$ cat src/rtl/seg_scan_driver.sv
// ---------------------------------------------------------------------------
// seg_scan_driver
//
// Time-multiplexed driver for a row of common-anode 7-segment digits. Each
// digit is driven for SCAN_DIV clock cycles in turn, 0 up to DIGITS-1. New
// display data is staged in a pending register and only moves to the active
// register at the frame wrap, so a single frame never mixes old and new data.
//
// Parameters
//   DIGITS    number of multiplexed digits (1..8)
//   SCAN_DIV  clock cycles each digit is driven (>= 1)
//   HEX_EN    1: nibbles 10..15 show A..F, 0: they are blanked
//   LZ_BLANK  1: leading zeros are blanked (digit 0 is always shown)
//
// Ports
//   clk         sole clock, rising edge
//   rst_N       asynchronous active-low reset
//   number      packed nibbles, digit 0 in [3:0]
//   dp_in       decimal-point request per digit, 1 = lit
//   load        1-cycle strobe capturing number and dp_in
//   pin_out     segments {g,f,e,d,c,b,a}, active-low
//   dp_out      decimal point, active-low
//   dig_sel     digit enables, active-low, exactly one low after reset
//   frame_done  1-cycle pulse after each completed scan frame
// ---------------------------------------------------------------------------
module seg_scan_driver #(
  parameter int DIGITS   = 4,
  parameter int SCAN_DIV = 50000,
  parameter int HEX_EN   = 1,
  parameter int LZ_BLANK = 1
) (
  input  logic                  clk,
  input  logic                  rst_N,
  input  logic [4*DIGITS-1:0]   number,
  input  logic [DIGITS-1:0]     dp_in,
  input  logic                  load,
  output logic [6:0]            pin_out,
  output logic                  dp_out,
  output logic [DIGITS-1:0]     dig_sel,
  output logic                  frame_done
);

  // Counters need at least one bit even when they only ever hold zero.
  localparam int IDX_W = (DIGITS > 1) ? $clog2(DIGITS) : 1;
  localparam int CNT_W = (SCAN_DIV > 1) ? $clog2(SCAN_DIV) : 1;
  localparam logic [IDX_W-1:0] IDX_MAX = IDX_W'(DIGITS - 1);
  localparam logic [CNT_W-1:0] CNT_MAX = CNT_W'(SCAN_DIV - 1);
  localparam logic [6:0] SEG_BLANK = 7'b1111111;

  logic [CNT_W-1:0]    cnt_q, cnt_d;
  logic [IDX_W-1:0]    idx_q, idx_d;
  logic [4*DIGITS-1:0] pendNum_q, pendNum_d;
  logic [DIGITS-1:0]   pendDp_q, pendDp_d;
  logic [4*DIGITS-1:0] actNum_q, actNum_d;
  logic [DIGITS-1:0]   actDp_q, actDp_d;
  logic [6:0]          pin_q, pin_d;
  logic                dp_q, dp_d;
  logic [DIGITS-1:0]   sel_q, sel_d;
  logic                fd_q, fd_d;

  logic                digitEnd;
  logic                wrap;
  logic [3:0]          curNib;
  logic                curDp;
  logic                curBlank;
  logic                allZero;
  logic [DIGITS-1:0]   blankMask;

  // Nibble to active-low {g,f,e,d,c,b,a}.
  function automatic logic [6:0] segDecode(input logic [3:0] v);
    logic [6:0] s;
    case (v)
      4'h0:    s = 7'b1000000;
      4'h1:    s = 7'b1111001;
      4'h2:    s = 7'b0100100;
      4'h3:    s = 7'b0110000;
      4'h4:    s = 7'b0011001;
      4'h5:    s = 7'b0010010;
      4'h6:    s = 7'b0000010;
      4'h7:    s = 7'b1111000;
      4'h8:    s = 7'b0000000;
      4'h9:    s = 7'b0010000;
      4'hA:    s = 7'b0001000;
      4'hB:    s = 7'b0000011;
      4'hC:    s = 7'b1000110;
      4'hD:    s = 7'b0100001;
      4'hE:    s = 7'b0000110;
      default: s = 7'b0001110;
    endcase
    if ((HEX_EN == 0) && (v > 4'd9)) begin
      s = SEG_BLANK;
    end
    return s;
  endfunction

  always_comb begin
    digitEnd = (cnt_q == CNT_MAX);
    wrap     = digitEnd && (idx_q == IDX_MAX);

    cnt_d = digitEnd ? '0 : cnt_q + 1'b1;
    idx_d = idx_q;
    if (digitEnd) begin
      idx_d = wrap ? '0 : idx_q + 1'b1;
    end

    // A load on the wrap edge goes straight through to the active copy,
    // because the active register takes the pending register's next value.
    pendNum_d = load ? number : pendNum_q;
    pendDp_d  = load ? dp_in  : pendDp_q;
    actNum_d  = wrap ? pendNum_d : actNum_q;
    actDp_d   = wrap ? pendDp_d  : actDp_q;

    // Walk from the top digit down: a digit is a leading zero when it and
    // every digit above it are zero. Digit 0 always shows its value.
    allZero   = 1'b1;
    blankMask = '0;
    for (int k = DIGITS - 1; k >= 0; k--) begin
      allZero      = allZero && (actNum_q[4*k +: 4] == 4'd0);
      blankMask[k] = allZero && (k != 0) && (LZ_BLANK != 0);
    end

    curNib   = '0;
    curDp    = 1'b0;
    curBlank = 1'b0;
    for (int k = 0; k < DIGITS; k++) begin
      if (idx_q == IDX_W'(k)) begin
        curNib   = actNum_q[4*k +: 4];
        curDp    = actDp_q[k];
        curBlank = blankMask[k];
      end
    end

    // Outputs reflect the digit index held before this edge.
    pin_d = curBlank ? SEG_BLANK : segDecode(curNib);
    dp_d  = ~curDp;
    sel_d = ~(DIGITS'(1) << idx_q);
    fd_d  = wrap;
  end

  always_ff @(posedge clk or negedge rst_N) begin
    if (!rst_N) begin
      cnt_q     <= '0;
      idx_q     <= '0;
      pendNum_q <= '0;
      pendDp_q  <= '0;
      actNum_q  <= '0;
      actDp_q   <= '0;
      pin_q     <= SEG_BLANK;
      dp_q      <= 1'b1;
      sel_q     <= '1;
      fd_q      <= 1'b0;
    end else begin
      cnt_q     <= cnt_d;
      idx_q     <= idx_d;
      pendNum_q <= pendNum_d;
      pendDp_q  <= pendDp_d;
      actNum_q  <= actNum_d;
      actDp_q   <= actDp_d;
      pin_q     <= pin_d;
      dp_q      <= dp_d;
      sel_q     <= sel_d;
      fd_q      <= fd_d;
    end
  end

  assign pin_out    = pin_q;
  assign dp_out     = dp_q;
  assign dig_sel    = sel_q;
  assign frame_done = fd_q;

endmodule

$ cat config.mk
export PLATFORM = sky130hd
export DESIGN_NAME = seg_scan_driver
export DESIGN_NICKNAME = d
export VERILOG_FILES = /design/src/rtl/seg_scan_driver.sv
export SDC_FILE = /design/constraint.sdc
export NUM_CORES = 1
export LEC_CHECK = 0
export ABC_CLOCK_PERIOD_IN_PS = 2400
export BUFFER_PORTS_ARGS = -buffer_cell sky130_fd_sc_hd__buf_2
export CAP_MARGIN = 20
export CORE_MARGIN = 2
export CORE_UTILIZATION = 52
export CTS_CLUSTER_DIAMETER = 30
export DETAILED_ROUTE_END_ITERATION = 10
export PLACE_DENSITY = 0.79
export SYNTH_ARGS = -nofsm -noshare
export SYNTH_HDL_FRONTEND = slang
export SYNTH_SLANG_ARGS = --single-unit
$ cat constraint.sdc
create_clock -name clk -period 2.4 [get_ports clk]
set_input_delay 0.48 -clock clk [delete_from_list [all_inputs] [get_ports clk]]
set_output_delay 0.48 -clock clk [all_outputs]
set_load 0.01 [all_outputs]
==> flow_summary_export.csv, run 1 <==
group,metric,value,unit
status,outcome,"finished clean",
layout,drive_gt1_frac,0.382,
global_route,grt_pass1_wl,10300,µm
pwr,peakVddDrop,0.388,mV
logic_synthesis,ys.flop_type,"dfrtp_1",
clock_tree,hold_buffers,0,
clock_tree,cts.clk_slew.worst_paths,0.07,ns
timing,final_max_slew_viol_count,0,
place,place_area,3580,µm²
place,hpwl,4200,µm
die,die_height,83.7,µm
global_route,grt_pass1_vias,2183,
timing,tns,0,ns
die,core,6240,µm²
run,cap_violations,0,
timing,max_slew_margin,0.637,
clock_tree,cts_setup_buffers,0,
detailed_routing,routed-via-count,2084,
logic_synthesis,synth_area_leaders,"dfrtp_1 (45%), dfstp_2 (9.5%), mux2_4 (8.6%), mux2_2 (7.2%), ha_1 (4.2%)",
worst_setup_path,crit_slowest_cell,"dfrtp_1",
detailed_routing,wl,5880,µm
clock_tree,cts_root_buffer,"clkbuf_8",
timing,tightest_slew,0.545,ns
logic_synthesis,synth_top_cell_area_share,0.447,
logic_synthesis,seq_area_frac_synth,0.542,
clock_tree,cts.repair.resized,0,
logic_synthesis,ys_ff_latch,71,
worst_setup_path,arrival,2.44,ns
die,rows,29,
logic_synthesis,syn_nets,289,
logic_synthesis,ys_top_cells_by_count,"dfrtp_1 (59), mux2_2 (21), mux2_4 (19), inv_1 (14)",
worst_setup_path,cpPeakStageDelay,0.41,ns
global_route,grt-ovfl-total,0,
detailed_routing,wire_per_inst,15.4,µm
detailed_routing,ant_nets,0,
layout,antenna_cells,0,
worst_setup_path,worst-path-max-fanout,11,
timing,finalSetupViolCount,0,
detailed_routing,drt-initial-drc-count,84,
global_route,grt_max_degree,29,
clock_tree,h-tree-depth,3,
logic_synthesis,synth_edf_count,0,
detailed_routing,post-route-drc-count,0,
pwr,powerDensity,696,nW/µm²
detailed_routing,drt-vias-per-instance,5.47,
place,gp_congestion,0.820,
clock_tree,clock_latency,0.35,ns
layout,n_fill_cell,482,
die,pin_count,36,
place,io_buffers,35,
die,fp.dieW,83.7,µm
clock_tree,cts_tree,"built",
logic_synthesis,netlist_instances,255,
worst_setup_path,path_cells,"inv_1 > ha_1 > a211oi_1 > a221oi_1 > inv_1 > ha_1 > o311ai_0",
die,start_util,0.530,
layout,stdcell_area,3840,µm²
timing,min_period,2.21,ns
layout,area_delta_synth_final,16.1,%
worst_setup_path,cp_data_required_time,2.64,ns
worst_setup_path,path_class,"reg2reg",
logic_synthesis,synth.most_common_cell,"dfrtp_1",
die,die_area,7010,µm²
timing,grt_setup_unrepaired,"no",
worst_setup_path,crit_path_start_kind,"flip-flop",
pwr,p_leak,1.82,nW
detailed_routing,first_pass_iters,4,
worst_hold_path,hold_path.class,"in2async",
pwr,power,2.67,mW
timing,hold_violations,0,
layout,nNetsFinal,333,
clock_tree,cts_sinks,71,
global_route,antenna_found_initial,0,
logic_synthesis,yosysTopAreaCell,"dfrtp_1",
timing,fmax,0.453,GHz
timing,finalClockSkew,0.0104,ns
logic_synthesis,synthArstFlopShare,1.00,
clock_tree,cts_made_buffers,9,
logic_synthesis,synth_area,3310,µm²
timing,timing.final.crit_share,0.919,
logic_synthesis,syn_area_per_cell,13.0,µm²
global_route,grt_use_total,0.189,
logic_synthesis,synth_cell_type_count,44,
logic_synthesis,ys.warnings.count,0,
clock_tree,cts_max_path_buffers,2,
worst_setup_path,end_kind,"flip-flop",
worst_setup_path,r2r_cells,7,
[power by group]
part	leakage (nW)	total [mW]	internal [mW]	switching, mW
sequential	0.868	1.29	1.27	0.0246
combinational	0.819	0.199	0.101	0.0984
clock	0.130	1.18	0.747	0.433
total	1.82	2.67	2.11	0.556
[per-layer routing]
layer  part of all wire  global-route usage  wire length (µm)
met2               0.50               0.314              2960
met3              0.042              0.0603               245
met4              0.017              0.0748                99
met1               0.44               0.230              2570
met5                  0                   0                 0
[layout by cell type, fill, tap and decap left out, types with 4 or more instances in the layout]
cell type   n
dfrtp_1    59
nand4_1     4
buf_4       8
nor3b_1     4
nand3b_1    4
nand2_1    12
mux2i_1     5
dfstp_2    12
clkbuf_8   11
inv_1      14
xnor2_1     7
nor3_1      4
mux2_2     21
nor2_1     11
mux2_4     19
nand3_1     8
ha_1       11
xor2_1      7
buf_2      35
a211oi_1    5
a21oi_1     4
[final cells by class]
cell class | count | area, µm² | area share
clock buffers | 11 | 151 | 0.0394
flip-flops and latches | 71 | 1790 | 0.467
repair buffers | 43 | 235 | 0.0613
clock inverters | 5 | 104 | 0.0271
inverters | 14 | 52.6 | 0.0137
multi-input cells | 160 | 1410 | 0.367
well taps | 77 | 96.3 | 0.0251
[final timing paths]
| check | slack [ns] | start | endpoint |
|---|---|---|---|
| worst max-delay path | 0.19 | idx_q[1] | pin_out[2] |
| worst min-delay path | 0.06 | rst_N | pendNum_q[7] |
| worst max register to register | 0.19 | idx_q[1] | pin_out[2] |
| worst min register to register | 0.46 | actDp_q[3] | dp_out |
| max in group asynchronous | 1.62 | rst_N | dig_sel[2] |
| min in group clk | 0.37 | number[14] | pendNum_q[14] |
[registers in the layout (all words and copies together) (netlist names)]
signal / count
actNum_q: 16
cnt_q: 16
pendNum_q: 16
pin_out: 7
actDp_q: 4
dig_sel: 4
pendDp_q: 4
idx_q: 2
dp_out: 1
frame_done: 1
[critical path: cells and delay by family (launching register included)]
family | cells | cell delay, ns
compound gates | 3 | 0.85
flops | 1 | 0.41
fa+ha+maj | 2 | 0.60
buf+inv | 2 | 0.24
[stage by stage]
| step | worst slack [ns] | util | std cells | hold slack (ns) |
|---|---|---|---|---|
| 5_1_grt | 0.00176 | 0.615 | 381 | 0.0821 |
| 2_1_floorplan | 0.0413 | - | 255 | 0.184 |
| 3_5_place_dp | 0.201 | 0.574 | 365 | 0.435 |
| 4_1_cts | 0.187 | 0.615 | 381 | 0.0580 |
| 3_3_place_gp | 0.321 | 0.574 | 365 | 0.434 |
| 6_report | 0.194 | 0.615 | 381 | 0.0588 |
[logic make-up after synthesis]
logic type | synth area share
AO/OA/AOI/OAI | 0.0602
adder cells (fa/ha/maj) | 0.0416
multiplexers | 0.173
flip-flops | 0.542
XOR/XNOR | 0.0371
AND/OR/NAND/NOR | 0.114
buffers and inverters | 0.0322
Note: power is estimated with default switching activity, not from simulation.
==> run 2, diff against run 1 <==
==> config.mk (replaced) <==
export PLATFORM = sky130hd
export DESIGN_NAME = seg_scan_driver
export DESIGN_NICKNAME = d
export VERILOG_FILES = /design/src/rtl/seg_scan_driver.sv
export SDC_FILE = /design/constraint.sdc
export NUM_CORES = 1
export LEC_CHECK = 0
export BUFFER_PORTS_ARGS = -buffer_cell sky130_fd_sc_hd__buf_2
export CAP_MARGIN = 20
export CORE_MARGIN = 2
export CORE_UTILIZATION = 58
export CTS_CLUSTER_DIAMETER = 30
export DETAILED_ROUTE_END_ITERATION = 10
export PLACE_DENSITY = 0.83
export SYNTH_ARGS = -nofsm -noshare
export SYNTH_HDL_FRONTEND = slang
export SYNTH_SLANG_ARGS = --single-unit
==> constraint.sdc (replaced) <==
create_clock -name clk -period 2.5 [get_ports clk]
set_input_delay 0.5 -clock clk [delete_from_list [all_inputs] [get_ports clk]]
set_output_delay 0.5 -clock clk [all_outputs]
set_load 0.01 [all_outputs]
==> run 2 against run 1 <==
- die area decreased by 9.9%
- hold slack improved by 0.11 ns
- cell area decreased by 2.2%
- non-clock buffer count unchanged
==> flow_summary_export.csv, run 2 (synthesis results as in run 1) <==
group,metric,value,unit
timing,finalSetupViolCount,0,
timing,fmax,0.455,GHz
run,cap_violations,0,
layout,final_common_cell,"dfrtp_1",
worst_setup_path,worst-path-max-fanout,11,
clock_tree,clock_latency,0.34,ns
pwr,powerDensity,594,nW/µm²
worst_setup_path,cpPeakStageDelay,0.40,ns
global_route,grt_pass1_wl,9690,µm
global_route,antenna_found_initial,0,
die,start_util,0.600,
timing,max_slew_margin,0.587,
worst_hold_path,hold_path.class,"in2async",
worst_setup_path,crit_path_start_kind,"flip-flop",
detailed_routing,post-route-drc-count,0,
layout,layout_common_cells,"dfrtp_1 (59), buf_2 (35), mux2_2 (21), mux2_4 (19), inv_1 (14)",
global_route,grt_max_degree,30,
layout,reg.largest.list,"actNum_q (16), cnt_q (16), pendNum_q (16)",
place,place_ws,0.314,ns
timing,finalClockSkew,0.00300,ns
clock_tree,cts.clk_slew.worst_paths,0.07,ns
timing,grt_setup_unrepaired,"no",
global_route,grt_pass1_vias,2045,
worst_setup_path,crit_slowest_cell,"dfrtp_1",
worst_setup_path,critPathMostFrequentCell,"inv_1",
layout,nNetsFinal,333,
pwr,peakVddDrop,0.377,mV
detailed_routing,drt-vias-per-instance,5.40,
detailed_routing,drt-initial-drc-count,94,
clock_tree,cts_root_buffer,"clkbuf_8",
worst_setup_path,path_class,"reg2reg",
die,core,5510,µm²
place,dp_cells,360,
clock_tree,hold_buffers,0,
global_route,grt-ovfl-total,0,
layout,area_delta_synth_final,13.5,%
place,gp_congestion,0.882,
layout,antenna_cells,0,
worst_setup_path,path_cells,"inv_1 > ha_1 > a211oi_1 > a221oi_1 > buf_4 > inv_1 > ha_1 > inv_1 > mux2i_1 > a32oi_1",
pwr,p_leak,1.78,nW
timing,min_period,2.20,ns
place,io_buffers,35,
clock_tree,cts_max_path_buffers,2,
clock_tree,cts_sinks,71,
global_route,grt_use_total,0.205,
clock_tree,cts_made_buffers,9,
clock_tree,cts_setup_buffers,0,
clock_tree,cts_tree,"built",
layout,final_cells,376,
clock_tree,h-tree-depth,3,
timing,setup_ws,0.304,ns
detailed_routing,routed-via-count,2032,
die,pin_count,36,
global_route,top_usage_layer,"met2",
global_route,grtUsageMet2,0.315,
global_route,met1_usage,0.267,
worst_setup_path,arrival,2.46,ns
place,hpwl,4220,µm
worst_setup_path,end_kind,"flip-flop",
status,outcome,"finished clean",
clock_tree,cts.repair.resized,0,
detailed_routing,wire_per_inst,15.3,µm
timing,tightest_slew,0.619,ns
die,fp.dieW,79.5,µm
die,rows,27,
die,die_area,6320,µm²
timing,timing.final.crit_share,0.879,
die,die_height,79.5,µm
detailed_routing,first_pass_iters,4,
global_route,grt_util_met3,0.0690,
layout,n_fill_cell,372,
timing,final_max_slew_viol_count,0,
detailed_routing,wl,5740,µm
worst_setup_path,cp_data_required_time,2.77,ns
timing,tns,0,ns
layout,drive_gt1_frac,0.378,
timing,hold_violations,0,
detailed_routing,ant_nets,0,
[run 2: worst paths after layout]
check / startpoint / to / slack, ns / depth (start not counted)
setup / recovery: idx_q[1] / pin_out[3] / 0.30 / 10
hold / removal: rst_N / pendNum_q[7] / 0.17 / 1
setup reg to reg: idx_q[1] / pin_out[3] / 0.30 / 10
hold reg to reg: actDp_q[3] / dp_out / 0.46 / 1
max in group asynchronous: rst_N / dig_sel[0] / 1.56 / 2
min in group clk: number[4] / pendNum_q[4] / 0.41 / 2
[run 2: stage by stage]
stage | hold slack (ns) | utilization | power, mW | cell area, µm²
floorplan | 0.204 | - | 1.37 | 3310
detailed placement | 0.459 | 0.650 | 1.45 | 3580
global placement | 0.459 | 0.650 | 1.44 | 3580
global route | 0.204 | 0.681 | 2.34 | 3750
CTS | 0.168 | 0.681 | 2.26 | 3750
finish | 0.169 | 0.681 | 2.23 | 3750
[run 2: routing by layer]
metal,share of wire,vias up
li1,-,997
met1,0.46,981
met2,0.48,41
met3,0.045,13
met4,0.016,0
met5,0,-
[run 2: worst max-delay path, delay by kind of cell (launching register included)]
kind	cells	cell delay, ns
DFF	1	0.40
muxes	1	0.08
AOI/OAI and AO/OA	3	0.60
buffers and inverters	4	0.45
adders and majority gates	2	0.59
[run 2: final cells by class]
| class | count | area [µm²] | area share |
|---|---|---|---|
| Clock buffer | 12 | 155 | 0.0413 |
| Clock inverter | 4 | 20.0 | 0.00534 |
| Tap cell | 72 | 90.1 | 0.0240 |
| Inverter | 14 | 52.6 | 0.0140 |
| Multi-Input combinational cell | 160 | 1410 | 0.375 |
| Timing Repair Buffer | 43 | 235 | 0.0627 |
| Sequential cell | 71 | 1790 | 0.477 |
[run 2: power breakdown]
part / total [mW] / switching [mW] / internal (mW) / leakage, nW
Sequential: 1.24 / 0.0231 / 1.22 / 0.868
Clock: 0.800 / 0.392 / 0.407 / 0.0959
Combinational: 0.191 / 0.0944 / 0.0968 / 0.819
Total: 2.23 / 0.510 / 1.72 / 1.78
==> run 3, diff against run 2 <==
--- a/config.mk
+++ b/config.mk
@@ -5,13 +5,14 @@
 export SDC_FILE = /design/constraint.sdc
 export NUM_CORES = 1
 export LEC_CHECK = 0
+export ABC_AREA = 1
 export BUFFER_PORTS_ARGS = -buffer_cell sky130_fd_sc_hd__buf_2
 export CAP_MARGIN = 20
 export CORE_MARGIN = 2
-export CORE_UTILIZATION = 58
+export CORE_UTILIZATION = 59
 export CTS_CLUSTER_DIAMETER = 30
 export DETAILED_ROUTE_END_ITERATION = 10
-export PLACE_DENSITY = 0.83
+export PLACE_DENSITY = 0.84
 export SYNTH_ARGS = -nofsm -noshare
 export SYNTH_HDL_FRONTEND = slang
 export SYNTH_SLANG_ARGS = --single-unit
==> constraint.sdc (replaced) <==
create_clock -name clk -period 2.5 [get_ports clk]
set_input_delay 0.125 -clock clk [delete_from_list [all_inputs] [get_ports clk]]
set_output_delay 0.125 -clock clk [all_outputs]
set_load 0.01 [all_outputs]
==> run 3 against run 2 <==
- largest cell class unchanged
- first-iteration DRC count up 51%
- sequential power decreased by 4%
- sequential share of layout area is 2.8 points lower
- wire length increased by 11%
==> flow_summary_export.csv, run 3 <==
group,metric,value,unit
status,outcome,"finished clean",
logic_synthesis,synth_cell_type_count,33,
layout,antenna_cells,0,
die,fp.dieW,81.0,µm
timing,hold_violations,0,
logic_synthesis,seq_area_frac_synth,0.512,
logic_synthesis,synth_top_family_by_area,"simple AND/OR/NAND/NOR gates",
die,rows,28,
place,place_ws,0.420,ns
layout,nNetsFinal,455,
logic_synthesis,syn_area_per_cell,9.21,µm²
clock_tree,cts.repair.resized,0,
detailed_routing,wire_per_inst,12.8,µm
logic_synthesis,ys.warnings.count,0,
logic_synthesis,synth_xor_area_frac,0.0225,
timing,final_max_slew_viol_count,0,
detailed_routing,drt-vias-per-instance,5.04,
logic_synthesis,yosys.area_share.adder,0.0393,
worst_setup_path,worstSetupStartpoint,"idx_q[0]",
die,start_util,0.602,
worst_setup_path,path_class,"reg2reg",
logic_synthesis,synth.most_common_cell,"nand2_1",
logic_synthesis,synthMuxAreaShare,0.0643,
logic_synthesis,synth_top_cell_area_share,0.422,
worst_setup_path,cp_data_required_time,2.78,ns
pwr,pwr-share-comb,0.039,
clock_tree,cts_made_buffers,9,
die,die_height,81.0,µm
pwr,switching_share,0.195,
logic_synthesis,synthSimpleGateAreaFrac,0.262,
layout,drive_gt1_frac,0.282,
pwr,pwr-share-clk,0.487,
logic_synthesis,ys_top_cells_by_count,"nand2_1 (103), dfrtp_1 (59), nand3_1 (31), inv_1 (30), nor2_1 (26)",
layout,fin_util,0.686,
worst_setup_path,path_cells,"inv_1 > ha_1 > inv_2 > or2_1 > nand3_1 > nand2_1 > inv_2 > ha_1 > nand3_1 > nor2_1 > nor2_1 > nand2_1",
detailed_routing,routed-via-count,2527,
worst_setup_path,worst-path-max-fanout,9,
layout,reg.largest.list,"actNum_q (16), cnt_q (16), pendNum_q (16)",
timing,grt_setup_unrepaired,"no",
logic_synthesis,ys.flop_type,"dfrtp_1",
pwr,intPower,2.02,mW
clock_tree,clock_latency,0.35,ns
global_route,grt_pass1_vias,2472,
logic_synthesis,synth_compound_area_frac,0.0293,
clock_tree,cts_setup_buffers,0,
timing,holdWs,0.0234,ns
layout,area_delta_synth_final,14.0,%
worst_setup_path,reg2reg_to,"pin_out[1]",
timing,finalClockSkew,0.00880,ns
clock_tree,h-tree-depth,3,
timing,setup_ws,0.396,ns
logic_synthesis,synth_area_leaders,"dfrtp_1 (42%), nand2_1 (11%), dfstp_2 (9.0%), mux2_2 (6.4%), nand3_1 (4.4%)",
global_route,grt_use_total,0.222,
worst_setup_path,r2r_cells,12,
worst_setup_path,crit_slowest_cell,"dfrtp_1",
worst_setup_path,end_kind,"flip-flop",
layout,layout_common_cells,"nand2_1 (103), dfrtp_1 (59), buf_2 (35), nand3_1 (31), inv_1 (30)",
die,pin_count,36,
detailed_routing,post-route-drc-count,0,
logic_synthesis,yosysTopAreaCell,"dfrtp_1",
worst_setup_path,r2r_setup_slack,0.40,ns
pwr,p_leak,1.99,nW
die,core,5820,µm²
timing,finalSetupViolCount,0,
timing,timing.final.crit_share,0.842,
global_route,grt_max_degree,40,
run,cap_violations,0,
worst_setup_path,arrival,2.38,ns
global_route,antenna_found_initial,0,
worst_hold_path,hold_path_depth,2,
pwr,power,2.51,mW
worst_setup_path,crit_path_start_kind,"flip-flop",
detailed_routing,drt-initial-drc-count,142,
clock_tree,cts_sinks,71,
clock_tree,cts_tree,"built",
logic_synthesis,synthArstFlopShare,1.00,
pwr,peakVddDrop,0.424,mV
detailed_routing,wl,6400,µm
place,io_buffers,35,
worst_hold_path,min_from,"number[5]",
layout,final_common_cell,"nand2_1",
pwr,powerDensity,629,nW/µm²
logic_synthesis,synth_area,3500,µm²
pwr,seqPwrFrac,0.474,
detailed_routing,ant_nets,0,
timing,max_slew_margin,0.511,
logic_synthesis,synth_edf_count,0,
pwr,power.switching,0.490,mW
clock_tree,cts_max_path_buffers,2,
detailed_routing,first_pass_iters,4,
timing,tns,0,ns
place,hpwl,4490,µm
logic_synthesis,netlist_instances,380,
worst_setup_path,cpPeakStageDelay,0.44,ns
timing,tightest_slew,0.733,ns
clock_tree,cts.clk_slew.worst_paths,0.08,ns
timing,fmax,0.475,GHz
die,die_area,6570,µm²
place,gp_congestion,0.905,
logic_synthesis,ys_ff_latch,71,
global_route,grt-ovfl-total,0,
logic_synthesis,syn_nets,414,
worst_setup_path,r2r-start,"idx_q[0]",
worst_hold_path,hold_path.class,"in2reg",
timing,min_period,2.10,ns
global_route,grt_pass1_wl,11000,µm
clock_tree,cts_root_buffer,"clkbuf_8",
worst_hold_path,holdPathEnd,"pendNum_q[5]",
[run 3: cell count changes after synthesis, moves of 7 or more]
cell	change
nand2_1	+91
nand3_1	+23
nand2_2	+20
mux2_4	-19
inv_1	+16
nor2_1	+15
inv_2	+9
clkbuf_1	-7
xnor2_1	-7
[run 3: what timing repair did]
action	4_1_cts	5_1_grt
endpoints found under the hold margin	30	0
endpoints found under the setup margin	0	0
hold buffers	1	0
[run 3: how the worst max path moves through the flow]
stage | end | depth (start not counted)
3_5_place_dp | pin_out[1] | 12
4_1_cts | pin_out[1] | 12
2_1_floorplan | pin_out[1] | 12
3_3_place_gp | pin_out[1] | 12
5_1_grt | pin_out[1] | 12
6_report | pin_out[1] | 12
[run 3: through the flow]
stage / area (µm²) / std cells
CTS: 3990 / 501
global placement: 3710 / 484
floorplan: 3500 / 380
detailed placement: 3710 / 484
global route: 3990 / 501
finish: 3990 / 501
[run 3: layout make-up]
cell class | instances | area [µm²]
inverter | 42 | 168
clock inverter | 5 | 129
timing repair buffer | 37 | 205
sequential | 71 | 1790
clock buffer | 11 | 141
fill | 474 | 1830
multi-input combinational | 260 | 1460
tap | 75 | 93.8
[run 3: layer usage]
| layer | up-vias | track usage | routed length, µm |
|---|---|---|---|
| met3 | 13 | 0.0433 | 239 |
| met4 | 0 | 0.124 | 110 |
| li1 | 1275 | - | - |
| met5 | - | 0 | 0 |
| met2 | 41 | 0.357 | 3150 |
| met1 | 1198 | 0.282 | 2910 |
[run 3: power groups by stage]
stage | clock network [mW] | logic (mW) | registers (mW)
floorplan | 0 | 0.0515 | 1.21
global placement | 0 | 0.0969 | 1.21
detailed placement | 0 | 0.0988 | 1.21
CTS | 1.24 | 0.101 | 1.19
global route | 1.28 | 0.109 | 1.19
finish | 1.22 | 0.0979 | 1.19
[run 3: cells by family (layout without fill, tap and decap cells)]
kind of cell | after synthesis | after routing
AND/OR/NAND/NOR | 201 | 201
buffers and inverters | 49 | 95
XOR/XNOR | 9 | 9
AO/OA/AOI/OAI | 19 | 19
flip-flops | 71 | 71
adder cells (fa/ha/maj) | 11 | 11
multiplexers | 20 | 20
[run 3: worst max-delay path: cells and delay by family (launching register included)]
kind          cells  cell delay, ns
buf+inv           3            0.34
simple gates      7            0.74
flops             1            0.44
fa+ha+maj         2            0.52
